File: src/rtl/vga_sync_decoder.sv
// Receive-side VGA timing recovery: turns a sampled hsync/vsync/DE stream into
// pixel coordinates, line/frame strobes, measured geometry and a mode-lock flag.
module vga_sync_decoder #(
    parameter int H_ACTIVE    = 640,
    parameter int V_ACTIVE    = 480,
    parameter int SYNC_POL    = 0,
    parameter int LOCK_FRAMES = 2,
    parameter int TIMEOUT_LN  = 1024
) (
    input  logic        clk,
    input  logic        reset,
    input  logic        pixel_tick,
    input  logic        hsync_in,
    input  logic        vsync_in,
    input  logic        video_on_in,
    output logic [9:0]  x_pos,
    output logic [9:0]  y_pos,
    output logic        pixel_valid,
    output logic        line_end,
    output logic        frame_start,
    output logic [10:0] h_meas,
    output logic [10:0] v_meas,
    output logic        locked,
    output logic        sync_err
);

    localparam int              TO_W   = $clog2(TIMEOUT_LN + 1);
    localparam logic [10:0]     H_EXP  = 11'(H_ACTIVE);
    localparam logic [10:0]     V_EXP  = 11'(V_ACTIVE);
    localparam logic [3:0]      LOCK_N = 4'(LOCK_FRAMES);
    localparam logic [TO_W-1:0] TO_MAX = TO_W'(TIMEOUT_LN);
    localparam logic            POL    = (SYNC_POL != 0) ? 1'b1 : 1'b0;

    typedef enum logic [1:0] {
        ST_SEARCH  = 2'd0,
        ST_ACQUIRE = 2'd1,
        ST_LOCKED  = 2'd2
    } state_t;

    function automatic logic [9:0] sat_inc10(input logic [9:0] v);
        return (v == 10'd1023) ? v : v + 10'd1;
    endfunction

    function automatic logic [10:0] sat_inc11(input logic [10:0] v);
        return (v == 11'd2047) ? v : v + 11'd1;
    endfunction

    state_t          state_r, state_s;
    logic [3:0]      match_r, match_s;
    logic            primed_r, primed_s;
    logic            prev_hs_r, prev_hs_s, prev_vs_r, prev_vs_s, prev_de_r, prev_de_s;
    logic            seen_r, seen_s;
    logic [9:0]      x_r, x_s, y_r, y_s;
    logic [10:0]     hcnt_r, hcnt_s, vcnt_r, vcnt_s;
    logic [10:0]     h_meas_r, h_meas_s, v_meas_r, v_meas_s;
    logic [TO_W-1:0] to_r, to_s;
    logic            line_bad_r, line_bad_s;
    logic            locked_r, locked_s;
    logic            pv_r, pv_s, le_r, le_s, fs_r, fs_s, err_r, err_s;
    logic            timeout_s, frame_good_s;

    logic hs_act_s, vs_act_s, live_s, hs_edge_s, vs_edge_s, de_tick_s, de_fall_s;

    // Polarity-normalised sync levels; edges exist only once the previous-sample copy is valid.
    assign hs_act_s     = (hsync_in == POL);
    assign vs_act_s     = (vsync_in == POL);
    assign live_s       = pixel_tick & primed_r;
    assign hs_edge_s    = live_s & hs_act_s & ~prev_hs_r;
    assign vs_edge_s    = live_s & vs_act_s & ~prev_vs_r;
    assign de_tick_s    = live_s & video_on_in;
    assign de_fall_s    = live_s & prev_de_r & ~video_on_in;
    assign frame_good_s = ~line_bad_r & (vcnt_r == V_EXP);

    // Next-state for counters, measurements, strobes and the lock FSM.
    always_comb begin
        state_s    = state_r;
        match_s    = match_r;
        primed_s   = primed_r;
        prev_hs_s  = prev_hs_r;
        prev_vs_s  = prev_vs_r;
        prev_de_s  = prev_de_r;
        seen_s     = seen_r;
        x_s        = x_r;
        y_s        = y_r;
        hcnt_s     = hcnt_r;
        vcnt_s     = vcnt_r;
        h_meas_s   = h_meas_r;
        v_meas_s   = v_meas_r;
        to_s       = to_r;
        line_bad_s = line_bad_r;
        locked_s   = locked_r;
        pv_s       = 1'b0;
        le_s       = 1'b0;
        fs_s       = 1'b0;
        err_s      = de_tick_s & vs_act_s;
        timeout_s  = 1'b0;

        if (pixel_tick) begin
            primed_s  = 1'b1;
            prev_hs_s = hs_act_s;
            prev_vs_s = vs_act_s;
            prev_de_s = video_on_in;
        end else begin
            primed_s  = primed_r;
        end

        if (de_tick_s) begin
            pv_s = seen_r;
            if (prev_de_r) begin
                x_s    = sat_inc10(x_r);
                hcnt_s = sat_inc11(hcnt_r);
            end else begin
                x_s    = 10'd0;
                hcnt_s = 11'd1;
            end
        end else begin
            pv_s = 1'b0;
        end

        if (de_fall_s) begin
            le_s       = 1'b1;
            h_meas_s   = hcnt_r;
            y_s        = sat_inc10(y_r);
            vcnt_s     = sat_inc11(vcnt_r);
            line_bad_s = line_bad_r | (hcnt_r != H_EXP);
        end else begin
            le_s = 1'b0;
        end

        if (hs_edge_s && (to_r != TO_MAX)) begin
            to_s      = to_r + TO_W'(1);
            timeout_s = (to_r == (TO_MAX - TO_W'(1)));
        end else begin
            timeout_s = 1'b0;
        end

        // A vsync edge always clears the line timeout, so it takes priority.
        if (vs_edge_s) begin
            fs_s       = 1'b1;
            seen_s     = 1'b1;
            v_meas_s   = vcnt_r;
            y_s        = 10'd0;
            vcnt_s     = 11'd0;
            to_s       = '0;
            line_bad_s = 1'b0;
            case (state_r)
                ST_SEARCH: begin
                    state_s = ST_ACQUIRE;
                    match_s = 4'd0;
                end
                ST_ACQUIRE: begin
                    if (!frame_good_s) begin
                        match_s = 4'd0;
                        err_s   = 1'b1;
                    end else if ((match_r + 4'd1) == LOCK_N) begin
                        state_s  = ST_LOCKED;
                        match_s  = 4'd0;
                        locked_s = 1'b1;
                    end else begin
                        match_s = match_r + 4'd1;
                    end
                end
                ST_LOCKED: begin
                    if (!frame_good_s) begin
                        state_s  = ST_ACQUIRE;
                        match_s  = 4'd0;
                        locked_s = 1'b0;
                        err_s    = 1'b1;
                    end else begin
                        state_s  = ST_LOCKED;
                    end
                end
                default: begin
                    state_s  = ST_SEARCH;
                    match_s  = 4'd0;
                    locked_s = 1'b0;
                end
            endcase
        end else if (timeout_s) begin
            state_s  = ST_SEARCH;
            match_s  = 4'd0;
            locked_s = 1'b0;
            seen_s   = 1'b0;
            err_s    = 1'b1;
        end else begin
            fs_s = 1'b0;
        end
    end

    // State and output registers.
    always_ff @(posedge clk or negedge reset) begin
        if (!reset) begin
            state_r    <= ST_SEARCH;
            match_r    <= 4'd0;
            primed_r   <= 1'b0;
            prev_hs_r  <= 1'b0;
            prev_vs_r  <= 1'b0;
            prev_de_r  <= 1'b0;
            seen_r     <= 1'b0;
            x_r        <= 10'd0;
            y_r        <= 10'd0;
            hcnt_r     <= 11'd0;
            vcnt_r     <= 11'd0;
            h_meas_r   <= 11'd0;
            v_meas_r   <= 11'd0;
            to_r       <= '0;
            line_bad_r <= 1'b0;
            locked_r   <= 1'b0;
            pv_r       <= 1'b0;
            le_r       <= 1'b0;
            fs_r       <= 1'b0;
            err_r      <= 1'b0;
        end else begin
            state_r    <= state_s;
            match_r    <= match_s;
            primed_r   <= primed_s;
            prev_hs_r  <= prev_hs_s;
            prev_vs_r  <= prev_vs_s;
            prev_de_r  <= prev_de_s;
            seen_r     <= seen_s;
            x_r        <= x_s;
            y_r        <= y_s;
            hcnt_r     <= hcnt_s;
            vcnt_r     <= vcnt_s;
            h_meas_r   <= h_meas_s;
            v_meas_r   <= v_meas_s;
            to_r       <= to_s;
            line_bad_r <= line_bad_s;
            locked_r   <= locked_s;
            pv_r       <= pv_s;
            le_r       <= le_s;
            fs_r       <= fs_s;
            err_r      <= err_s;
        end
    end

    assign x_pos       = x_r;
    assign y_pos       = y_r;
    assign pixel_valid = pv_r;
    assign line_end    = le_r;
    assign frame_start = fs_r;
    assign h_meas      = h_meas_r;
    assign v_meas      = v_meas_r;
    assign locked      = locked_r;
    assign sync_err    = err_r;

endmodule
File: config.mk
export PLATFORM = sky130hd
export DESIGN_NAME = vga_sync_decoder
export DESIGN_NICKNAME = d
export VERILOG_FILES = /design/src/rtl/vga_sync_decoder.sv
export SDC_FILE = /design/constraint.sdc
export NUM_CORES = 1
export LEC_CHECK = 0
export ABC_AREA = 1
export CORE_MARGIN = 2
export CORE_UTILIZATION = 51
export DETAILED_ROUTE_END_ITERATION = 10
export GPL_TIMING_DRIVEN = 0
export PLACE_DENSITY = 0.73
export SLEW_MARGIN = 20
export SYNTH_ARGS = -nofsm -noshare
export SYNTH_HDL_FRONTEND = slang
export SYNTH_SLANG_ARGS = --single-unit
File: constraint.sdc
create_clock -name clk -period 1.39 [get_ports clk]
set_input_delay 0.278 -clock clk [delete_from_list [all_inputs] [get_ports clk]]
set_output_delay 0.278 -clock clk [all_outputs]
set_load 0.02 [all_outputs]
==> summary.txt <==
result of the run -> finished with violations
failing checks -> negative setup slack
Mapped Cells -> 619
setup slack, reg-to-reg -> -0.22 ns
cell area after synthesis -> 4970 µm²
post-synth top area share -> 0.464
worst setup margin -> -0.218 ns
commonest non-fill, non-tap cell in the layout -> nand2_1
Final setup viols -> 57
Critical Path End Type -> register
post-synthesis cell type count -> 35
RSZ-0062 raised after global routing -> true
Seq/Total Area, Yosys -> 0.464
syn avg cell area -> 8.02 µm²
HPWL Detailed -> 8.26 mm
CTS tree -> built
# Max-Cap Violations -> 0
Pre-antenna DRT Iters -> 5
Worst Hold Margin -> 0.341 ns
most frequent cells in the layout -> nand2_1, dfrtp_1, buf_4, inv_1, nand3_1
Synth area leader -> dfrtp_1
fin. max-slew vios -> 0
crit-path max FO -> 5
Core ar. -> 9590 µm²
Core Rows -> 36
CP arrival -> 1.86 ns
clk_lat worst skew -> 0.36 ns
Worst slew margin -> 0.741
Routability Congestion -> 0.907
CTS H-tree depth -> 3
Total Wirelength -> 14.8 mm
FMAX -> 0.622 GHz
Non-Filler Instances -> 915
Initial DRC Count -> 326
Routed Antenna Nets -> 0
WS Path Type -> register to register
Nets -> 797
synth top area cells -> dfrtp_1, nand2_1, nand3_1, inv_1, o21ai_0
pwr dens -> 1050 nW/µm²
GRT Overall Usage -> 0.263
Pleak -> 3.45 nW
Overflow after GRT -> 0
number of synthesized register bits -> 92
HP Class -> input pin to asynchronous set/reset pin
chip height -> 103 µm
Reg clk slew, reported paths -> 0.09 ns
root buffer cell -> clkbuf_8
Initial Utilization -> 0.518
share of cells above drive strength 1 -> 0.419
Synth Flop Type -> dfrtp_1
total negative slack -> -5.44 ns
part of the cycle the worst path needs -> 1.16
Inserted Diodes -> 0
total CTS buffers -> 9
Async SR Flop Fraction -> 1.00
DRC -> 0
syn_nets -> 639
dpl cells -> 805
Slew @ Worst Pin -> 0.389 ns
synth warn -> 0
final hold violations -> 0
Longest Clk Path Bufs -> 2
Area Overhead vs Synth -> 48.9%
Req. time, crit path -> 1.65 ns
PortBufs -> 52
Die Wd -> 103 µm
Fin Clk Skew -> 0.00932 ns
pin count of the biggest net entering global routing -> 66
vias in the first global route -> 4810
detailed-route wire length per cell -> 16.1 µm
Clock Sinks -> 92
crit path time final -> 1.61 ns
Die Area -> 10500 µm²
R2R Path Start -> to_r[0]
DR vias/cell -> 5.47
Via Count -> 5007
EDFF count, synth -> 0
initial antenna violation count -> 0
RR Endpoint -> to_r[1]
maximum vdd ir drop -> 0.808 mV
first-pass GRT wire length -> 22.0 mm
# IOs -> 53
Worst setup SP type -> register
r2r worst-path depth -> 11
-- where the power goes --
group | total [W] | leakage, nW | internal, W | switching, W
clock | 0.00187 | 0.0918 | 0.000838 | 0.00103
sequential | 0.00335 | 1.21 | 0.00300 | 0.000346
combinational | 0.00258 | 2.14 | 0.00115 | 0.00143
-- cells in the mapped netlist, drive strengths merged, types with 9 or more instances --
| cell type | number |
|---|---|
| nand4 | 21 |
| nor2 | 50 |
| a21oi | 14 |
| inv | 79 |
| nand2 | 162 |
| xor2 | 15 |
| nand3 | 59 |
| o21ai | 70 |
| dfrtp | 92 |
| buf | 9 |
| nor3 | 16 |
| ha | 14 |
-- flip-flops by register name, summed over array words and instances (netlist names), 2 cells and up --
register  flops
v_meas       11
hcnt_r       11
h_meas       11
y_pos        10
to_r         11
x_pos        10
match_r       4
vcnt_r       11
state_r       2
-- worst max-delay path: stages, from the launching register on --
cell and delay [ns]:
dfrtp_1 0.41, buf_6 0.13, inv_4 0.05, ha_4 0.13
nand2_4 0.05, nor2_4 0.15, nand3_4 0.12, nand2_4 0.10
nand2_4 0.08, buf_6 0.15, nand3_2 0.06, o21ai_2 0.06
-- routing by layer --
| metal | GRT usage | wire, µm | up-vias | share of wire |
|---|---|---|---|---|
| li1 | - | - | 2334 | - |
| met1 | 0.329 | 5850 | 2474 | 0.40 |
| met2 | 0.459 | 7910 | 156 | 0.54 |
| met3 | 0.0441 | 646 | 43 | 0.044 |
| met4 | 0.0985 | 351 | 0 | 0.024 |
| met5 | 0 | 0 | - | 0 |
-- kinds of logic after synthesis --
group                      after synthesis  synth area share
and+or+nand+nor                        313             0.287
buffers and inverters                   94            0.0799
DFF                                     92             0.464
AOI/OAI and AO/OA                       91             0.108
xor gates and xnor gates                15            0.0265
adders and majority gates               14            0.0353
-- how the worst max path moves through the flow --
stage / from / to / slack, ns / cells after the start
floorplan: x_pos[0] / x_pos[2] / -0.13 / 8
global placement: reset / x_pos[1] / -3.70 / 1
detailed placement: pixel_tick / y_pos[2] / -0.89 / 7
CTS: to_r[0] / to_r[0] / -0.17 / 11
global route: to_r[0] / to_r[9] / -0.27 / 11
finish: to_r[0] / to_r[1] / -0.22 / 11
-- what timing repair did --
| action | 4_1_cts | 5_1_grt |
|---|---|---|
| hold buffers | 1 | 0 |
| cloned | 5 | 0 |
| endpoints found under the setup margin | 132 | 97 |
| pin swaps | 34 | 31 |
| setup buffers | 51 | 39 |
| hold endpoints to repair | 27 | 0 |
| gates resized for setup | 197 | 135 |
-- stage by stage --
step / instance area (µm²) / utilization / power [W] / setup WS, ns
finish: 7390 / 0.770 / 0.00780 / -0.218
global route: 7390 / 0.770 / 0.00816 / -0.267
CTS: 6770 / 0.706 / 0.00730 / -0.167
detailed placement: 5800 / 0.605 / 0.00510 / -0.893
global placement: 5770 / 0.602 / 0.00502 / -3.70
floorplan: 5090 / - / 0.00440 / -0.130
-- cell type report --
type,count,area (µm²)
fillers,626,2200
flip-flops and latches,92,2320
clock inverters,7,75.1
inverters,79,330
plain buffers,15,130
well taps,133,166
clock buffers,9,124
repair buffers,147,1320
multi-input cells,433,2920
Note: power is estimated with default switching activity, not from simulation.
